[config.mk]
export PLATFORM = sky130hd
export DESIGN_NAME = vsa_mem_arbiter
export DESIGN_NICKNAME = d
export VERILOG_FILES = /design/src/rtl/vsa_mem_arbiter.sv
export SDC_FILE = /design/constraint.sdc
export NUM_CORES = 1
export LEC_CHECK = 0
export ABC_AREA = 1
export CAP_MARGIN = 5
export CORE_MARGIN = 1.5
export CORE_UTILIZATION = 45
export DETAILED_ROUTE_END_ITERATION = 8
export HOLD_SLACK_MARGIN = 0.15
export PLACE_DENSITY = 0.85
export SLEW_MARGIN = 10
export SYNTH_ARGS = -nofsm -noshare
export SYNTH_HDL_FRONTEND = slang
export SYNTH_SLANG_ARGS = --single-unit
export TNS_END_PERCENT = 50
[constraint.sdc]
create_clock -name clock -period 4.2 [get_ports clock]
set_clock_uncertainty 0.15 [all_clocks]
set_input_delay 0.42 -clock clock [delete_from_list [all_inputs] [get_ports clock]]
set_output_delay 0.42 -clock clock [all_outputs]
set_load 0.02 [all_outputs]
[src/rtl/vsa_mem_arbiter.sv]
// vsa_mem_arbiter: shares one single-port memory (1-cycle read latency)
// between the VSA core data port, the core instruction-fetch port and a
// program loader/debug port. Fixed priority data > ifetch > loader, with
// an aging counter that forces a loader win after MAX_WAIT lost
// arbitrations, and a loader lock that fences off the core.
//
// Ports:
//   clock, reset_n         master clock, synchronous active-low reset
//   d_req/d_we/d_addr/d_wdata -> d_gnt, d_rvalid   core data port
//   i_req/i_addr              -> i_gnt, i_rvalid   core fetch port (read only)
//   l_req/l_we/l_addr/l_wdata/l_lock -> l_gnt, l_rvalid   loader port
//   rdata                  shared read data, valid with any rvalid
//   mem_en/mem_we/mem_addr/mem_wdata, mem_rdata   memory interface
//   busy                   high while an access is in flight
// Every access is IDLE -> ACCESS -> DONE; all outputs are registered.
module vsa_mem_arbiter #(
  parameter int unsigned ADDR_W   = 5,
  parameter int unsigned DATA_W   = 12,
  parameter int unsigned MAX_WAIT = 4
) (
  input  logic              clock,
  input  logic              reset_n,
  input  logic              d_req,
  input  logic              d_we,
  input  logic [ADDR_W-1:0] d_addr,
  input  logic [DATA_W-1:0] d_wdata,
  output logic              d_gnt,
  output logic              d_rvalid,
  input  logic              i_req,
  input  logic [ADDR_W-1:0] i_addr,
  output logic              i_gnt,
  output logic              i_rvalid,
  input  logic              l_req,
  input  logic              l_we,
  input  logic [ADDR_W-1:0] l_addr,
  input  logic [DATA_W-1:0] l_wdata,
  input  logic              l_lock,
  output logic              l_gnt,
  output logic              l_rvalid,
  output logic [DATA_W-1:0] rdata,
  output logic              mem_en,
  output logic              mem_we,
  output logic [ADDR_W-1:0] mem_addr,
  output logic [DATA_W-1:0] mem_wdata,
  input  logic [DATA_W-1:0] mem_rdata,
  output logic              busy
);

  typedef enum logic [1:0] {S_IDLE, S_ACCESS, S_DONE} state_t;
  typedef enum logic [1:0] {P_NONE, P_DATA, P_FETCH, P_LOAD} port_t;

  localparam logic [3:0] LP_MAX_WAIT = 4'(MAX_WAIT);

  state_t              r_state, w_state_nxt;
  port_t               r_win, w_win_nxt, w_arb;
  logic                r_we, w_we_nxt;
  logic [3:0]          r_wait_cnt, w_wait_cnt_nxt;
  logic                r_d_gnt, r_i_gnt, r_l_gnt, w_d_gnt, w_i_gnt, w_l_gnt;
  logic                r_d_rv, r_i_rv, r_l_rv, w_d_rv, w_i_rv, w_l_rv;
  logic                r_mem_en, r_mem_we, w_mem_en, w_mem_we;
  logic [ADDR_W-1:0]   r_mem_addr, w_mem_addr;
  logic [DATA_W-1:0]   r_mem_wdata, w_mem_wdata;
  logic [DATA_W-1:0]   r_rdata, w_rdata;
  logic                r_busy, w_busy;
  logic                w_d_elig, w_i_elig;

  // Arbitration: the aging limit overrides the fixed priority order.
  always_comb begin
    w_d_elig = d_req & ~l_lock;
    w_i_elig = i_req & ~l_lock;
    if (l_req && (r_wait_cnt == LP_MAX_WAIT)) w_arb = P_LOAD;
    else if (w_d_elig)                        w_arb = P_DATA;
    else if (w_i_elig)                        w_arb = P_FETCH;
    else if (l_req)                           w_arb = P_LOAD;
    else                                      w_arb = P_NONE;
  end

  // Next-state and next-output logic. mem_addr/mem_wdata double as the
  // latched request fields, so they hold outside of arbitration.
  always_comb begin
    w_state_nxt    = r_state;
    w_win_nxt      = r_win;
    w_we_nxt       = r_we;
    w_wait_cnt_nxt = r_wait_cnt;
    w_d_gnt        = 1'b0;
    w_i_gnt        = 1'b0;
    w_l_gnt        = 1'b0;
    w_d_rv         = 1'b0;
    w_i_rv         = 1'b0;
    w_l_rv         = 1'b0;
    w_mem_en       = 1'b0;
    w_mem_we       = 1'b0;
    w_mem_addr     = r_mem_addr;
    w_mem_wdata    = r_mem_wdata;
    w_rdata        = r_rdata;
    unique case (r_state)
      S_IDLE: begin
        if (!l_req)                   w_wait_cnt_nxt = '0;
        else if (w_arb == P_LOAD)     w_wait_cnt_nxt = '0;
        else if (r_wait_cnt < LP_MAX_WAIT) w_wait_cnt_nxt = r_wait_cnt + 4'd1;
        if (w_arb != P_NONE) begin
          w_state_nxt = S_ACCESS;
          w_win_nxt   = w_arb;
          w_mem_en    = 1'b1;
          unique case (w_arb)
            P_DATA: begin
              w_we_nxt    = d_we;
              w_mem_addr  = d_addr;
              w_mem_wdata = d_wdata;
              w_d_gnt     = 1'b1;
            end
            P_FETCH: begin
              w_we_nxt    = 1'b0;
              w_mem_addr  = i_addr;
              w_mem_wdata = '0;
              w_i_gnt     = 1'b1;
            end
            default: begin
              w_we_nxt    = l_we;
              w_mem_addr  = l_addr;
              w_mem_wdata = l_wdata;
              w_l_gnt     = 1'b1;
            end
          endcase
          w_mem_we = w_we_nxt;
        end
      end
      S_ACCESS: w_state_nxt = S_DONE;
      S_DONE: begin
        w_state_nxt = S_IDLE;
        if (!r_we) begin
          w_rdata = mem_rdata;
          w_d_rv  = (r_win == P_DATA);
          w_i_rv  = (r_win == P_FETCH);
          w_l_rv  = (r_win == P_LOAD);
        end
      end
      default: w_state_nxt = S_IDLE;
    endcase
    w_busy = (w_state_nxt != S_IDLE);
  end

  always_ff @(posedge clock) begin
    if (!reset_n) begin
      r_state     <= S_IDLE;
      r_win       <= P_NONE;
      r_we        <= 1'b0;
      r_wait_cnt  <= '0;
      r_d_gnt     <= 1'b0;
      r_i_gnt     <= 1'b0;
      r_l_gnt     <= 1'b0;
      r_d_rv      <= 1'b0;
      r_i_rv      <= 1'b0;
      r_l_rv      <= 1'b0;
      r_mem_en    <= 1'b0;
      r_mem_we    <= 1'b0;
      r_mem_addr  <= '0;
      r_mem_wdata <= '0;
      r_rdata     <= '0;
      r_busy      <= 1'b0;
    end else begin
      r_state     <= w_state_nxt;
      r_win       <= w_win_nxt;
      r_we        <= w_we_nxt;
      r_wait_cnt  <= w_wait_cnt_nxt;
      r_d_gnt     <= w_d_gnt;
      r_i_gnt     <= w_i_gnt;
      r_l_gnt     <= w_l_gnt;
      r_d_rv      <= w_d_rv;
      r_i_rv      <= w_i_rv;
      r_l_rv      <= w_l_rv;
      r_mem_en    <= w_mem_en;
      r_mem_we    <= w_mem_we;
      r_mem_addr  <= w_mem_addr;
      r_mem_wdata <= w_mem_wdata;
      r_rdata     <= w_rdata;
      r_busy      <= w_busy;
    end
  end

  assign d_gnt     = r_d_gnt;
  assign i_gnt     = r_i_gnt;
  assign l_gnt     = r_l_gnt;
  assign d_rvalid  = r_d_rv;
  assign i_rvalid  = r_i_rv;
  assign l_rvalid  = r_l_rv;
  assign mem_en    = r_mem_en;
  assign mem_we    = r_mem_we;
  assign mem_addr  = r_mem_addr;
  assign mem_wdata = r_mem_wdata;
  assign rdata     = r_rdata;
  assign busy      = r_busy;

endmodule
==> results of run 1 <==
sequential cells by signal, summed over array words and instances (netlist names), 2 cells and up:
register / count
mem_wdata: 12
rdata: 12
mem_addr: 5
r_wait_cnt: 4
r_state: 2
r_win: 2
power groups by stage:
stage | logic, mW | registers, mW | clock network [mW]
final | 0.311 | 0.510 | 0.340
after global routing | 0.338 | 0.515 | 0.364
after CTS | 0.311 | 0.510 | 0.344
after detailed placement | 0.310 | 0.520 | 0
after global placement | 0.305 | 0.519 | 0
after floorplan | 0.126 | 0.561 | 0
metal layers:
layer / global-route usage / wire (µm) / vias to the layer above
li1: - / - / 1082
met1: 0.274 / 2420 / 941
met2: 0.362 / 2570 / 98
met3: 0.0778 / 490 / 9
met4: 0.0566 / 103 / 0
met5: 0 / 0 / -
worst max-delay path, cell delays in order:
cell             delay (ns)
clkdlybuf4s50_1        0.59
nand2_2                0.13
inv_2                  0.05
nand2_4                0.21
nand2_1                0.22
nand2_4                0.14
nand3_4                0.09
nand2_2                0.08
inv_2                  0.05
nor2_1                 0.08
nor2_1                 0.05
per-stage QoR:
stage          setup WS, ns  power [mW]  hold WS [ns]  std cells
6_report               2.13        1.16         0.308        426
5_1_grt                1.97        1.22         0.321        426
4_1_cts                2.15        1.17         0.307        426
3_5_place_dp           1.83       0.830         0.291        418
3_3_place_gp           1.86       0.824         0.294        418
2_1_floorplan          2.58       0.687         0.270        282
placed cells by master (no fill, tap or decap), drive strengths merged:
| master | netlist | routed |
|---|---|---|
| o22ai | 1 | 1 |
| clkinv | 0 | 1 |
| ha | 2 | 2 |
| nor3 | 6 | 6 |
| clkdlybuf4s50 | 0 | 96 |
| nand3b | 1 | 1 |
| clkbuf | 3 | 6 |
| buf | 10 | 1 |
| nor2b | 11 | 11 |
| nand2 | 56 | 56 |
| a21oi | 14 | 14 |
| dfxtp | 47 | 47 |
| bufinv | 0 | 1 |
| nand4 | 1 | 1 |
| o21ai | 18 | 18 |
| nand3 | 43 | 43 |
| inv | 23 | 23 |
| nor2 | 46 | 46 |
cell families (layout without fill, tap and decap cells):
kind of cell | count (synthesis) | after routing | share of synthesized area
compound gates | 33 | 33 | 0.0840
buf+inv | 36 | 128 | 0.0881
flops | 47 | 47 | 0.439
fa+ha+maj | 2 | 2 | 0.0117
simple gates | 164 | 164 | 0.377
cell type report:
class / instances / area [µm²] / share of cell area
multi-input combinational: 199 / 1010 / 0.317
inverter: 23 / 91.3 / 0.0286
timing repair buffer: 97 / 968 / 0.303
sequential: 47 / 941 / 0.294
tap: 52 / 65.1 / 0.0203
clock buffer: 6 / 82.6 / 0.0258
clock inverter: 2 / 35.0 / 0.0110
worst max-delay path by stage:
stage                        startpoint            end  slack (ns)  cells past startpoint
final                             l_req  r_wait_cnt[1]        2.13                     11
after global routing              l_req    mem_addr[0]        1.97                      9
after CTS                         l_req  r_wait_cnt[1]        2.15                     11
after detailed placement          l_req   mem_wdata[7]        1.83                      9
after global placement            l_req   mem_wdata[1]        1.86                      9
after floorplan           r_wait_cnt[0]  mem_wdata[10]        2.58                     11
==> metrics.csv, run 1 <==
stage,metric,value,unit
pwr,switching part of the total,0.283,
pwr,Peak supply drop,0.220,mV
die,die height,72.0,µm
job,max cap viols,0,
min_path,hold wc startpoint,r_win[0],
route,Iteration-0 DRC Markers,111,
synthesis,count of flip-flops with a built-in enable after synthesis,0,
timing,Final period util,0.492,
synthesis,synthesized flop and latch total,47,
synthesis,"area leader, netlist",dfxtp_1,
pwr,Flop pwr share,0.439,
clock_tree,clock sink count,47,
global_route,largest net degree at the start of global routing,36,
pwr,Comb pwr share,0.268,
finish,Finished Core Util,0.715,
global_route,first-pass GRT wire length,9100,µm
route,WL final,5590,µm
die,Initial Utilization,0.479,
finish,fin nets,434,
synthesis,Synth Area per Inst,7.60,µm²
min_path,Hold Path Stages,1,
setup_path,Crit Reg-Reg Endpoint,r_wait_cnt[1],
global_route,initial antenna violation count,0,
global_route,Overflow after GRT,0,
timing,fin crit period,2.07,ns
synthesis,Post-Synthesis Cell Area,0.00214,mm²
synthesis,most common cell in the netlist,nand2_1,
setup_path,critical path class,primary input to flip-flop,
synthesis,Synth top area share,0.439,
placed_design,port bufs,96,
synthesis,Most used DFF post-synth,dfxtp_1,
status,outcome,completed,
route,DRC Markers,0,
pwr,Clock Power Share,0.293,
finish,number of diodes,0,
min_path,Hold Crit Endpoint,i_rvalid,
finish,area delta synth->final,49.1,%
placed_design,HPWL Detailed,4080,µm
synthesis,Syn Inst Count,282,
synthesis,"Seq/Total Area, Yosys",0.439,
pwr,PD cells,363,mW/mm²
setup_path,Worst setup SP type,primary input,
pwr,Net Sw Power,0.328,mW
pwr,leakage power,1.37,nW
timing,unrepaired setup endpoints after global routing,no,
synthesis,synth unique cells,27,
min_path,HP Class,flip-flop to flip-flop,
global_route,vias in the first global route,2030,
die,Core Area,0.00447,mm²
global_route,gr usage total,0.220,
die,Die W,72.0,µm
synthesis,"top cells by count, synth","nand2_1 (48), dfxtp_1 (47), nor2_1 (42), nand3_1 (41), o21ai_0 (16)",
synthesis,syn_nets,343,
setup_path,Crit. End Element,flip-flop,
route,Vias,2130,
clock_tree,Inserted Clock Buffers,5,
route,Via density,5.00,
clock_tree,Clock Latency Late Sink,0.30,ns
setup_path,R2R Path Start,r_wait_cnt[0],
placed_design,dpl cell area,0.00308,mm²
timing,pins over their slew limit,0,
clock_tree,CTS Root Cell,clkbuf_8,
route,drt wl/cell,13.1,µm
route,drt pass-1 iters,4,
clock_tree,post-cts resize count,0,
setup_path,WP data required,4.25,ns
synthesis,ys async rst share,0,
setup_path,worst r2r path cells,12,
timing,Slew @ Worst Pin,0.765,ns
synthesis,synth warn,0,
placed_design,RePlAce Congestion,0.888,
clock_tree,Post-CTS Setup Bufs,0,
setup_path,"setup slack, reg-to-reg",2.26,ns
pwr,Internal,0.833,mW
timing,Fin. Hold Viols,0,
timing,setup TNS,0,ns
clock_tree,H-tree depth,2,
timing,Rel. slew slack,0.487,
clock_tree,# hold bufs at CTS,0,
finish,cell area after layout,0.00320,mm²
clock_tree,CTS Buffer Depth,2,
finish,Filler Cells Inserted,366,
timing,final setup fails,0,
synthesis,main area contributors after synthesis,"dfxtp_1 (44%), nand3_1 (9.6%), nand2_1 (8.4%), nor2_1 (7.4%), o21ai_0 (3.7%)",
route,DRT antenna net count,0,
timing,Fmax,484,MHz
clock_tree,TritonCTS clock tree,built,
die,Ports,97,
die,die area,0.00519,mm²
die,Std-Cell Rows,24,
setup_path,Crit Path Max Fanout,21,
finish,ratio of cells with drive above 1 in the final layout,0.0963,
setup_path,worst path arrival time,2.11,ns
clock_tree,Clock transition at path regs,0.08,ns
No activity file was read; power rests on OpenSTA's default activity.
==> inputs of run 2 (changes only) <==
--- a/config.mk
+++ b/config.mk
@@ -8,10 +8,10 @@
 export ABC_AREA = 1
 export CAP_MARGIN = 5
 export CORE_MARGIN = 1.5
-export CORE_UTILIZATION = 45
+export CORE_UTILIZATION = 37
 export DETAILED_ROUTE_END_ITERATION = 8
 export HOLD_SLACK_MARGIN = 0.15
-export PLACE_DENSITY = 0.85
+export PLACE_DENSITY = 0.74
 export SLEW_MARGIN = 10
 export SYNTH_ARGS = -nofsm -noshare
 export SYNTH_HDL_FRONTEND = slang
==> constraint.sdc (replaced) <==
create_clock -name clock -period 1.9 [get_ports clock]
set_clock_uncertainty 0.15 [all_clocks]
set_input_delay 0.19 -clock clock [delete_from_list [all_inputs] [get_ports clock]]
set_output_delay 0.19 -clock clock [all_outputs]
set_load 0.02 [all_outputs]
==> metrics.csv, run 2 (same netlist as run 1, synthesis figures left out) <==
stage,metric,value,unit,change
clock_tree,clock sink count,47,,unchanged
setup_path,worst r2r path cells,10,,-2
placed_design,port bufs,96,,unchanged
status,outcome,completed,,
placed_design,DP Worst Slack,0.0842,ns,-1.75 ns
pwr,leakage power,1.39,nW,+1.1%
pwr,Internal,1.68,mW,+100%
die,Die W,79.1,µm,+9.8%
route,DRT antenna net count,0,,unchanged
job,max cap viols,0,,unchanged
die,Initial Utilization,0.387,,-0.0922
finish,most frequent cells in the layout,"clkdlybuf4s50_1 (96), nand2_1 (48), dfxtp_1 (47)",,
placed_design,dpl cell area,0.00316,mm²,+2.4%
pwr,Comb pwr share,0.288,,+0.020
clock_tree,Inserted Clock Buffers,5,,unchanged
timing,Slew @ Worst Pin,0.366,ns,-0.399 ns
setup_path,critical path class,flip-flop to flip-flop,,
pwr,Net Sw Power,0.717,mW,+120%
timing,Fin. Hold Viols,0,,unchanged
finish,"commonest non-fill, non-tap cell in the layout",clkdlybuf4s50_1,,
pwr,switching part of the total,0.299,,+0.0168
die,die area,0.00626,mm²,+21%
finish,cell area after layout,0.00324,mm²,+1.3%
setup_path,CP cell instances,inv_1 -> ha_1 -> nand2_2 -> inv_2 -> nand2_4 -> nand4_2 -> nand2_2 -> inv_4 -> a21oi_1 -> nor2b_1,,
global_route,first-pass GRT wire length,8840,µm,-2.9%
global_route,initial antenna violation count,0,,unchanged
die,Std-Cell Rows,27,,+13%
global_route,Overflow after GRT,0,,unchanged
setup_path,worst path arrival time,1.77,ns,-0.34 ns
pwr,PD cells,739,mW/mm²,+100%
timing,Fmax,580,MHz,
clock_tree,# hold bufs at CTS,0,,unchanged
setup_path,Critical Path Most Common Cell,nand2_2,,
route,WL final,5480,µm,-2.0%
die,die height,79.1,µm,+9.8%
timing,Min Hold Slack,0.306,ns,-0.00180 ns
placed_design,HPWL Detailed,3930,µm,-3.6%
die,Core Area,0.00554,mm²,+24%
clock_tree,H-tree depth,2,,unchanged
clock_tree,post-cts resize count,0,,unchanged
route,Iteration-0 DRC Markers,73,,-34%
die,Ports,97,,unchanged
timing,final setup fails,0,,unchanged
route,DRC Markers,0,,unchanged
setup_path,"setup slack, reg-to-reg",0.17,ns,-2.09 ns
setup_path,WP data required,1.94,ns,-2.31 ns
route,Vias,2150,,+0.94%
setup_path,Slowest cell on crit path,dfxtp_1,,
clock_tree,CTS Buffer Depth,2,,unchanged
route,drt pass-1 iters,4,,unchanged
timing,fin crit period,1.73,ns,
min_path,HP Class,flip-flop to flip-flop,,
setup_path,Crit. End Element,flip-flop,,
route,Via density,4.77,,-4.7%
timing,post-route setup slack,0.175,ns,-1.96 ns
pwr,Peak supply drop,0.387,mV,+76%
finish,fin nets,439,,+1.2%
pwr,Flop pwr share,0.470,,+0.031
clock_tree,Post-CTS Setup Bufs,0,,unchanged
global_route,gr usage total,0.179,,-0.0407
pwr,Clock Power Share,0.241,,-0.052
timing,Rel. slew slack,0.756,,+0.269
timing,setup TNS,0,ns,unchanged
clock_tree,TritonCTS clock tree,built,,
clock_tree,Clock Latency Late Sink,0.30,ns,about the same
finish,ratio of cells with drive above 1 in the final layout,0.108,,+0.0119
setup_path,Worst setup SP type,flip-flop,,
global_route,largest net degree at the start of global routing,35,,-2.8%
finish,area delta synth->final,51.1,%,
clock_tree,CTS Root Cell,clkbuf_8,,
min_path,Hold Path Stages,1,,unchanged
global_route,vias in the first global route,1871,,-7.8%
finish,number of diodes,0,,unchanged
timing,pins over their slew limit,0,,unchanged
clock_tree,Clock transition at path regs,0.08,ns,about the same
route,drt wl/cell,12.1,µm,-7.4%
timing,unrepaired setup endpoints after global routing,no,,
timing,Final period util,0.908,,
setup_path,Crit Path Max Fanout,15,,-29%
placed_design,RePlAce Congestion,0.847,,-4.6%
setup_path,CP max stage delay,0.37,ns,-0.22 ns
-- run 2: path summary, 6_finish.rpt --
kind                                      to     startpoint
worst max-delay path            mem_wdata[7]  r_wait_cnt[0]
worst min-delay path                d_rvalid       r_win[1]
worst max register to register  mem_wdata[7]  r_wait_cnt[0]
worst min register to register      d_rvalid       r_win[1]
-- run 2: stage by stage --
step,instances,power (mW),utilization
after detailed placement,443,1.84,0.570
after global placement,443,1.83,0.570
after CTS,451,2.42,0.585
after global routing,451,2.54,0.585
after floorplan,282,1.52,-
final,451,2.39,0.585
-- run 2: area by class of cell --
cell class	count	area, µm²
clock buffer	5	68.8
clock inverter	3	15.0
fill	531	2300
inverter	23	91.3
multi-input combinational	199	1010
sequential	47	941
tap	72	90.1
timing repair buffer	102	1020
-- run 2: power groups by stage --
stage,Combinational (mW),Clock (mW),Sequential [mW]
5_1_grt,0.752,0.648,1.14
3_5_place_dp,0.693,0,1.15
6_report,0.690,0.578,1.13
4_1_cts,0.696,0.601,1.13
3_3_place_gp,0.687,0,1.15
2_1_floorplan,0.279,0,1.24
-- run 2: critical path: cells and delay by family, from the launching register on --
family / cells / cell delay [ns]
flops: 1 / 0.37
simple gates: 5 / 0.52
compound gates: 1 / 0.14
fa+ha+maj: 1 / 0.22
buf+inv: 3 / 0.22
-- run 2: layer usage --
metal  share of wire  global-route usage  routed length [µm]
met4           0.011              0.0474                  60
met3           0.093              0.0563                 509
met1            0.44               0.235                2400
met5               0                   0                   0
met2            0.46               0.283                2510
